$ cat src/rtl/out_sel_pipe_pkg.sv
// Shared constants, types and bit-vector helpers for the output-select pipeline.
// Every file that needs port counts or the INV code imports this package.
package out_sel_pipe_pkg;

  localparam int NUM_PORT     = 5;
  localparam int LOG_NUM_PORT = 3;
  localparam int ONES_W       = $clog2(NUM_PORT + 1);

  typedef logic [LOG_NUM_PORT-1:0] sel_t;
  typedef logic [NUM_PORT-1:0]     port_vec_t;

  localparam sel_t INV_SEL = {LOG_NUM_PORT{1'b1}};

  function automatic logic [ONES_W-1:0] count_ones(input port_vec_t v);
    logic [ONES_W-1:0] n;
    n = {ONES_W{1'b0}};
    for (int i = 0; i < NUM_PORT; i++) begin
      n = n + {{(ONES_W-1){1'b0}}, v[i]};
    end
    return n;
  endfunction

  // Scanning upward lets the highest set bit overwrite lower ones.
  function automatic sel_t msb_index(input port_vec_t v);
    sel_t idx;
    idx = INV_SEL;
    for (int i = 0; i < NUM_PORT; i++) begin
      if (v[i]) begin
        idx = sel_t'(i);
      end else begin
        idx = idx;
      end
    end
    return idx;
  endfunction

endpackage

$ cat src/rtl/out_sel_pipe_enc.sv
// Single-channel combinational encoder: one-hot/multi-hot alloc vector to a port
// index, INV for an empty vector (or for multi-hot when STRICT is set).
module out_sel_enc
  import out_sel_pipe_pkg::*;
#(
  parameter bit STRICT = 1'b0
) (
  input  logic [NUM_PORT-1:0]     alloc,
  output logic [LOG_NUM_PORT-1:0] code,
  output logic                    multi_hot
);

  logic [ONES_W-1:0] ones_s;

  // Population count drives both the multi-hot flag and the INV decision.
  always_comb begin
    ones_s    = count_ones(alloc);
    multi_hot = (ones_s > ONES_W'(1));
    if (ones_s == ONES_W'(0)) begin
      code = INV_SEL;
    end else if (multi_hot && STRICT) begin
      code = INV_SEL;
    end else begin
      code = msb_index(alloc);
    end
  end

endmodule

$ cat src/rtl/out_sel_pipe.sv
// Registered multi-channel output-select translator with conflict detection and a
// saturating error counter; sits between the port allocator and the crossbar.
module out_sel_pipe
  import out_sel_pipe_pkg::*;
#(
  parameter int NUM_CH = 5,
  parameter bit STRICT = 1'b0,
  parameter int CNT_W  = 8
) (
  input  logic                           clk,
  input  logic                           reset,
  input  logic                           in_valid,
  input  logic [NUM_CH*NUM_PORT-1:0]     alloc,
  input  logic                           stall,
  input  logic                           clr_cnt,
  output logic                           out_valid,
  output logic [NUM_CH*LOG_NUM_PORT-1:0] out_sel,
  output logic [NUM_CH-1:0]              out_sel_vld,
  output logic [NUM_CH-1:0]              multi_hot,
  output logic                           conflict,
  output logic [CNT_W-1:0]               err_cnt
);

  localparam logic [CNT_W-1:0] CNT_MAX = {CNT_W{1'b1}};

  sel_t                           code_s [NUM_CH];
  logic [NUM_CH-1:0]              multi_s;
  logic [NUM_CH-1:0]              code_vld_s;
  logic                           conflict_s;
  logic [NUM_CH*LOG_NUM_PORT-1:0] nxt_sel_s;
  logic [NUM_CH-1:0]              nxt_vld_s;
  logic [NUM_CH-1:0]              nxt_multi_s;
  logic                           nxt_conflict_s;
  logic                           err_event_s;

  for (genvar c = 0; c < NUM_CH; c++) begin : g_enc
    out_sel_enc #(.STRICT(STRICT)) u_enc (
      .alloc     (alloc[c*NUM_PORT +: NUM_PORT]),
      .code      (code_s[c]),
      .multi_hot (multi_s[c])
    );
  end

  // Pairwise compare of non-INV codes; INV channels never conflict.
  always_comb begin
    code_vld_s = {NUM_CH{1'b0}};
    conflict_s = 1'b0;
    for (int c = 0; c < NUM_CH; c++) begin
      code_vld_s[c] = (code_s[c] != INV_SEL);
    end
    for (int c = 0; c < NUM_CH; c++) begin
      for (int d = c + 1; d < NUM_CH; d++) begin
        conflict_s = conflict_s |
                     (code_vld_s[c] & code_vld_s[d] & (code_s[c] == code_s[d]));
      end
    end
  end

  // Next-state values; an invalid bus forces INV/0 everywhere and is never an error.
  always_comb begin
    nxt_sel_s = {(NUM_CH*LOG_NUM_PORT){1'b1}};
    for (int c = 0; c < NUM_CH; c++) begin
      nxt_sel_s[c*LOG_NUM_PORT +: LOG_NUM_PORT] = in_valid ? code_s[c] : INV_SEL;
    end
    nxt_vld_s      = in_valid ? code_vld_s : {NUM_CH{1'b0}};
    nxt_multi_s    = in_valid ? multi_s    : {NUM_CH{1'b0}};
    nxt_conflict_s = in_valid & conflict_s;
    err_event_s    = in_valid & ((|multi_s) | conflict_s);
  end

  // Output stage: reset beats stall, stall freezes every register including err_cnt.
  always_ff @(posedge clk) begin
    if (reset) begin
      out_valid   <= 1'b0;
      out_sel     <= {(NUM_CH*LOG_NUM_PORT){1'b1}};
      out_sel_vld <= {NUM_CH{1'b0}};
      multi_hot   <= {NUM_CH{1'b0}};
      conflict    <= 1'b0;
      err_cnt     <= {CNT_W{1'b0}};
    end else if (!stall) begin
      out_valid   <= in_valid;
      out_sel     <= nxt_sel_s;
      out_sel_vld <= nxt_vld_s;
      multi_hot   <= nxt_multi_s;
      conflict    <= nxt_conflict_s;
      if (clr_cnt) begin
        err_cnt <= {CNT_W{1'b0}};
      end else if (err_event_s && (err_cnt != CNT_MAX)) begin
        err_cnt <= err_cnt + CNT_W'(1);
      end else begin
        err_cnt <= err_cnt;
      end
    end else begin
      out_valid   <= out_valid;
      out_sel     <= out_sel;
      out_sel_vld <= out_sel_vld;
      multi_hot   <= multi_hot;
      conflict    <= conflict;
      err_cnt     <= err_cnt;
    end
  end

endmodule

$ cat config.mk
export PLATFORM = sky130hd
export DESIGN_NAME = out_sel_pipe
export DESIGN_NICKNAME = d
export VERILOG_FILES = /design/src/rtl/out_sel_pipe_pkg.sv /design/src/rtl/out_sel_pipe_enc.sv /design/src/rtl/out_sel_pipe.sv
export SDC_FILE = /design/constraint.sdc
export NUM_CORES = 1
export LEC_CHECK = 0
export ABC_AREA = 1
export CAP_MARGIN = 20
export CORE_MARGIN = 3
export CORE_UTILIZATION = 56
export CTS_CLUSTER_SIZE = 8
export DETAILED_ROUTE_END_ITERATION = 6
export GPL_TIMING_DRIVEN = 0
export HOLD_SLACK_MARGIN = 0.08
export MAX_ROUTING_LAYER = met4
export PLACE_DENSITY = 0.9
export SYNTH_ARGS = -nofsm -noshare
export SYNTH_HDL_FRONTEND = slang
export SYNTH_SLANG_ARGS = --single-unit
$ cat constraint.sdc
create_clock -name clk -period 5.33 [get_ports clk]
set_clock_uncertainty 0.2 [all_clocks]
set_input_delay 0.533 -clock clk [delete_from_list [all_inputs] [get_ports clk]]
set_output_delay 0.533 -clock clk [all_outputs]
set_load 0.1 [all_outputs]
After elaboration in Yosys (flattened, before gate mapping)
Cells that the tools add are included.
Storage, ports and cells
  input bits: 30
  word-level logic and storage cells: 129
  bits in latches: 0
  memories: 0
  bits in registers: 35
  output and inout bits: 35
  bits in read-only memories: 0
  bits in writable memories: 0
Cells by class
  multiplexer cells: 39
  $add $sub $neg: 21
  bitwise logic cells: 33
  shift-type cells: 0
  multipliers: 0
  equal/unequal tests: 16
  reductions and logical operators: 9
  divide/modulo/power cells: 0
  $lt $le $gt $ge: 5
Operator list (number)
  2-to-1 mux 3 bit: 35
  adder 3 x 1 -> 3 bit: 15
  == test 3 bit: 10
  AND 1 bit: 22
  2-to-1 mux 8 bit: 2
  > comparator 3 x 1 -> 1 bit (second input constant): 5
  zero test 3 bit: 5
  inequality test 3 bit (second input constant): 5
  adder 1 x 1 -> 2 bit: 5
  2-to-1 mux 5 bit: 2
  OR 1 bit: 10
  adder 8 x 1 -> 8 bit (second input constant): 1
  inequality test 8 bit (second input constant): 1
  OR reduction 5 bit: 1
  AND reduction 2 bit: 1
  nonzero test 2 bit: 1
  logical AND 1 bit: 1
  inverter 1 bit: 1

Depth between registers and ports, before layout
  word-level depth: 23
  depth in mapped cells: 24
  depth with buffers taken out: 23

Modules after synthesis
Synthesis repeated with hierarchy kept, for this count alone.
Second synthesis, totals
  cells, all modules: 450
  area total of the unflattened synthesis: 2869.0 µm²
By module, submodules not included
  out_sel_pipe: sequential area each 700.7 µm², area each 1993.2 µm², cells an instance 315, instances 1
  out_sel_enc: sequential area each 0.0 µm², area each 175.2 µm², cells an instance 27, instances 5

Worst setup path after synthesis
OpenSTA, ideal clock, no wires.
  path kind: input to register
  start point: input port alloc[16]
  end point: register err_cnt[2]
  data arrival time: 3.330 ns
  required time: 5.011 ns
  stages on the path: 22
  setup slack: 1.681 ns
  library setup time: 0.119 ns
  path buffers: 1
  path through: inv_1 ha_1 inv_1 fa_1 inv_1 ha_1 fa_1 nor2_4 nand2_4 nand3_2 nand3_2 clkinv_1 nor2_1 nand2_1 nand2_1 nor2_1 nand4_1 nand2_2 nand2_4 buf_6 a21oi_1 nor2_1
Between the ends
  word-level cells in the longest chain between the ends: 22
  elaborated cells between the ends (all ways): 38
  classes of those cells: 4 x add/sub; 1 x order compare; 5 x eq/ne; 5 x mux; 18 x bitwise; 5 x reduce/logical
Ends and longest elaborated chain
  start: declaration: line out_sel_pipe.sv:13  | input logic [NUM_CH*NUM_PORT-1:0] alloc,
  adder 1 x 1 -> 2 bit: line out_sel_pipe_pkg.sv:18  | n = n + {{(ONES_W-1){1'b0}}, v[i]};
  adder 3 x 1 -> 3 bit (3 in series): line out_sel_pipe_pkg.sv:18
  zero test 3 bit: line out_sel_pipe_enc.sv:19  | if (ones_s == ONES_W'(0)) begin
  2-to-1 mux 3 bit: line out_sel_pipe_enc.sv:19
  inequality test 3 bit: line out_sel_pipe.sv:49  | code_vld_s[c] = (code_s[c] != INV_SEL);
  AND 1 bit (2 in series): line out_sel_pipe.sv:54  | (code_vld_s[c] & code_vld_s[d] & (code_s[c] == code_s[d]));
  OR 1 bit (8 in series): line out_sel_pipe.sv:53  | conflict_s = conflict_s |
  OR 1 bit *: line out_sel_pipe.sv:68  | err_event_s = in_valid & ((|multi_s) | conflict_s);
  AND 1 bit *: line out_sel_pipe.sv:68
  logical AND 1 bit *: line out_sel_pipe.sv:88  | end else if (err_event_s && (err_cnt != CNT_MAX)) begin
  nonzero test 2 bit (no source line) *
  AND reduction 2 bit (no source line) *
  end signal: assignment: line out_sel_pipe.sv:87  | err_cnt <= {CNT_W{1'b0}};
  end signal: assignment: line out_sel_pipe.sv:89  | err_cnt <= err_cnt + CNT_W'(1);
  end signal: assignment: line out_sel_pipe.sv:91  | err_cnt <= err_cnt;
  end: declaration: line out_sel_pipe.sv:21  | output logic [CNT_W-1:0] err_cnt
Every way passes the cells marked *; elsewhere a longest branch is shown, timed or not.
A chain may end at the register's enable or synchronous reset.

Worst setup path in the final report
  start point: input port alloc[0]
  end point: register err_cnt[4]
Between the ends
  word-level cells in the longest chain between the ends: 23
  elaborated cells between the ends (all ways): 40
  classes of those cells: 4 x add/sub; 1 x order compare; 5 x eq/ne; 6 x mux; 19 x bitwise; 5 x reduce/logical
Ends and longest elaborated chain (line)
  adder 1 x 1 -> 2 bit or 2-to-1 mux 3 bit (tied branches): out_sel_pipe_pkg.sv:18, out_sel_pipe_pkg.sv:28
  adder 3 x 1 -> 3 bit or 2-to-1 mux 3 bit (tied branches) (3 in series): out_sel_pipe_pkg.sv:18, out_sel_pipe_pkg.sv:28
  zero test 3 bit or 2-to-1 mux 3 bit (tied branches): out_sel_pipe_enc.sv:19, out_sel_pipe_pkg.sv:28
  2-to-1 mux 3 bit: out_sel_pipe_enc.sv:19
  inequality test 3 bit: out_sel_pipe.sv:49
  AND 1 bit (2 in series): out_sel_pipe.sv:54
  OR 1 bit (9 in series): out_sel_pipe.sv:53
  OR 1 bit *: out_sel_pipe.sv:68
  AND 1 bit *: out_sel_pipe.sv:68
  logical AND 1 bit *: out_sel_pipe.sv:88
  nonzero test 2 bit (no source line) *
  AND reduction 2 bit (no source line) *
Marks and branches as above.

==> results.sh <==
export IMPL_status="completed"
export IMPL_postSynth_asyncResetShare=0
export IMPL_pin_count_of_the_biggest_net_entering_global_routing=11
export IMPL_chipWidth_um=78.56
export IMPL_floorplan_initialDensity=0.6003
export IMPL_pnr_worst_setup_slack_ns=0.9207
export IMPL_floorplan_die_area_mm2=0.006171
export IMPL_clkLatencyLatePin_ns=0.29
export IMPL_worst_endpoint_arrival_ns=4.39
export IMPL_design_core_area_mm2=0.004911
export IMPL_syn_nets=520
export IMPL_pre_cts_slack_ns=0.6360
export IMPL_ioPinCount=65
export IMPL_post_synth_xor_area_fraction=0.002971
export IMPL_first_pass_iters=6
export IMPL_maxUsedRoutingLayer="met4"
export IMPL_via_count_of_the_first_global_routing_pass=3107
export IMPL_ys_ff_latch=35
export IMPL_route_detailed_vias_per_inst=5.338
export IMPL_total_leakage_power_nw=1.886
export IMPL_worst_setup_path_type="in2reg"
export IMPL_layout_worst_path_cycle_share=0.8273
export IMPL_tritoncts="yes"
export IMPL_power_density_mw_per_mm2=285.7
export IMPL_max_slew_margin=0.3354
export IMPL_setup_total_negative_slack_ns=0
export IMPL_die_y_um=78.56
export IMPL_netlist_top_cells_area="sky130_fd_sc_hd__dfxtp_1 24%, sky130_fd_sc_hd__nand2_1 20%, sky130_fd_sc_hd__ha_1 8.9%"
export IMPL_num_nets_final=591
export IMPL_post_synth_instance_area_mm2=0.002948
export IMPL_synth_adder_area_share=0.1570
export IMPL_yosysMostFrequentCell="sky130_fd_sc_hd__nand2_1"
export IMPL_synthesis_yosys_warnings=0
export IMPL_drt_antenna_violating_nets=0
export IMPL_routed_via_count=3187
export IMPL_setup_viol=0
export IMPL_io_buffer_count=64
export IMPL_synth_cell_types=30
export IMPL_antenna_found_initial=0
export IMPL_post_synthesis_sequential_area_ratio=0.2377
export IMPL_post_cts_resized=0
export IMPL_synth_top_family_by_area="simple AND/OR/NAND/NOR gates"
export IMPL_max_fo_critical_path=10
export IMPL_critical_path_required_ns=5.31
export IMPL_synth_simple_area_share=0.3862
export IMPL_cts_root_buffer="sky130_fd_sc_hd__clkbuf_8"
export IMPL_min_path_type="reg2reg"
export IMPL_dp_hpwl_um=6786
export IMPL_setup_repair_after_global_routing_missed_its_margin="no"
export IMPL_drt_wirelength_per_cell_um=14.14
export IMPL_max_clock_path_buffers=2
export IMPL_clk_pin_slew_worst_paths_ns=0.07
export IMPL_worst_slew_pin_transition_ns=0.9937
export IMPL_area_growth_pct=27.55
export IMPL_gp_congestion=0.9303
export IMPL_clock_tree_htree_level_count=2
export IMPL_drv_slew=0
export IMPL_grt_overflow_total=0
export IMPL_drt_wl_total_um=8439
export IMPL_postSynthCellCount=459
export IMPL_detailroute_wirelength_met2_um=4203
export IMPL_synth_top_area_cell="sky130_fd_sc_hd__dfxtp_1"
export IMPL_start_kind="primary input"
export IMPL_grt_first_pass_wirelength_um=14260
export IMPL_timing_fmax_mhz=226.8
export IMPL_grt_use_total=0.2970
export IMPL_synthTopCellsByCount="159 x sky130_fd_sc_hd__nand2_1, 61 x sky130_fd_sc_hd__inv_1, 35 x sky130_fd_sc_hd__dfxtp_1"
export IMPL_max_cap_violation_count=0
export IMPL_synth_main_ff_cell="sky130_fd_sc_hd__dfxtp_1"
export IMPL_post_route_cells_drive_above_1_share=0.1000
export IMPL_post_synth_cell_area_avg_um2=6.422
export IMPL_worst_setup_end_kind="flop"
export IMPL_cts_buffer_count=5
export IMPL_cts_hold_buffers=0
export IMPL_synth_edf_count=0
export IMPL_route_met3_wl_um=541
export IMPL_layout_min_cycle_time_ns=4.409
export IMPL_post_cts_setup_buffer_count=0
export IMPL_routedLengthMet1_um=3503
export IMPL_drc_errors=0
export IMPL_design_power_w=0.001074
export IMPL_first_iter_violations=252
export IMPL_antenna_cells=0
export IMPL_std_cell_rows=25
export IMPL_cts_sink_count=35
export IMPL_timing_hold_violations_final=0
export IMPL_final_fill_count=404
export IMPL_vdd_ir_drop_worst_v=0.0002572
export IMPL_yosys_area_top_type_share=0.2377
export IMPL_synth_compound_gate_area_share=0.1099
export IMPL_synthMuxAreaShare=0
==> final cells by class <==
cell class                      count  area [um2]  share of cell area
Buffer                             10       50.05             0.01331
Clock buffer                        6       82.58             0.02196
Clock inverter                      1       5.005            0.001331
Inverter                           70       262.8             0.06988
Multi-Input combinational cell    344        1934              0.5145
Sequential cell                    35       700.7              0.1864
Tap cell                           67       83.83             0.02230
Timing Repair Buffer               64       640.6              0.1704
==> registers in the layout, summed over array words and instances, names as in the netlist <==
signal / cells
conflict: 1
err_cnt: 8
multi_hot: 5
out_sel: 15
out_sel_vld: 5
out_valid: 1
==> final timing paths <==
path | startpoint | end | slack [ns] | cells after the start
setup reg to reg | err_cnt[0]$_SDFFE_PP0P_ | err_cnt[4]$_SDFFE_PP0P_ | 3.15 | 11
hold reg to reg | conflict$_SDFFE_PP0N_ | conflict$_SDFFE_PP0N_ | 0.27 | 2
hold / removal | conflict$_SDFFE_PP0N_ | conflict$_SDFFE_PP0N_ | 0.27 | 2
setup / recovery | alloc[0] | err_cnt[4]$_SDFFE_PP0P_ | 0.92 | 24
==> cells by family after synthesis <==
family | after synthesis
fa+ha+maj | 31
simple gates | 254
flops | 35
buf+inv | 80
xor+xnor | 1
compound gates | 58
==> worst max-delay path, cell delays in order <==
cell and delay, ns:
sky130_fd_sc_hd__clkdlybuf4s50_1 0.52, sky130_fd_sc_hd__inv_1 0.06, sky130_fd_sc_hd__ha_1 0.27, sky130_fd_sc_hd__inv_1 0.04
sky130_fd_sc_hd__fa_1 0.48, sky130_fd_sc_hd__inv_1 0.05, sky130_fd_sc_hd__ha_1 0.19, sky130_fd_sc_hd__fa_1 0.51
sky130_fd_sc_hd__inv_1 0.05, sky130_fd_sc_hd__nand2_1 0.13, sky130_fd_sc_hd__nor2_1 0.09, sky130_fd_sc_hd__a21oi_2 0.27
sky130_fd_sc_hd__nand2_1 0.10, sky130_fd_sc_hd__nand2_1 0.08, sky130_fd_sc_hd__nor2_1 0.04, sky130_fd_sc_hd__nand2_1 0.06
sky130_fd_sc_hd__nand2_1 0.05, sky130_fd_sc_hd__nor2_1 0.18, sky130_fd_sc_hd__nand4_1 0.16, sky130_fd_sc_hd__nand2_2 0.11
sky130_fd_sc_hd__nand2_4 0.08, sky130_fd_sc_hd__buf_6 0.16, sky130_fd_sc_hd__a21oi_1 0.14, sky130_fd_sc_hd__nor2_1 0.06
==> per-stage QoR <==
stage          instances  hold WS [ns]  utilization  cell area [um2]
2_1_floorplan        459        0.4021            -             2948
3_3_place_gp         590        0.2504       0.7478             3672
3_5_place_dp         590        0.2591       0.7478             3672
4_1_cts              597        0.2689       0.7656             3760
5_1_grt              597        0.3004       0.7656             3760
6_report             597        0.2664       0.7656             3760
==> metal layers <==
layer | global-route usage | vias to the layer above
li1 | - | 1574
met1 | 0.3712 | 1452
met2 | 0.5093 | 138
met3 | 0.03555 | 23
met4 | 0.07692 | 0
met5 | - | -
==> placed cells by master (no fill, tap or decap), types with 5 or more instances in the layout <==
cell type and count:
sky130_fd_sc_hd__nand2_1 159, sky130_fd_sc_hd__fa_1 10, sky130_fd_sc_hd__inv_2 8, sky130_fd_sc_hd__clkdlybuf4s50_1 64, sky130_fd_sc_hd__nor2_2 5, sky130_fd_sc_hd__nand3_2 8, sky130_fd_sc_hd__o21ai_0 11, sky130_fd_sc_hd__ha_1 21
sky130_fd_sc_hd__nand3_1 21, sky130_fd_sc_hd__inv_1 61, sky130_fd_sc_hd__a21oi_1 26, sky130_fd_sc_hd__clkbuf_8 6, sky130_fd_sc_hd__nor2_1 34, sky130_fd_sc_hd__clkbuf_1 7, sky130_fd_sc_hd__dfxtp_1 35, sky130_fd_sc_hd__o22ai_1 15
sky130_fd_sc_hd__nand2_2 11
==> power by group <==
part           switching, W  internal (W)  leakage [nW]
clock network     0.0000948      0.000101        0.0470
registers         0.0000132      0.000280         0.287
logic              0.000409      0.000176          1.55
No activity file was read; power rests on OpenSTA's default activity.
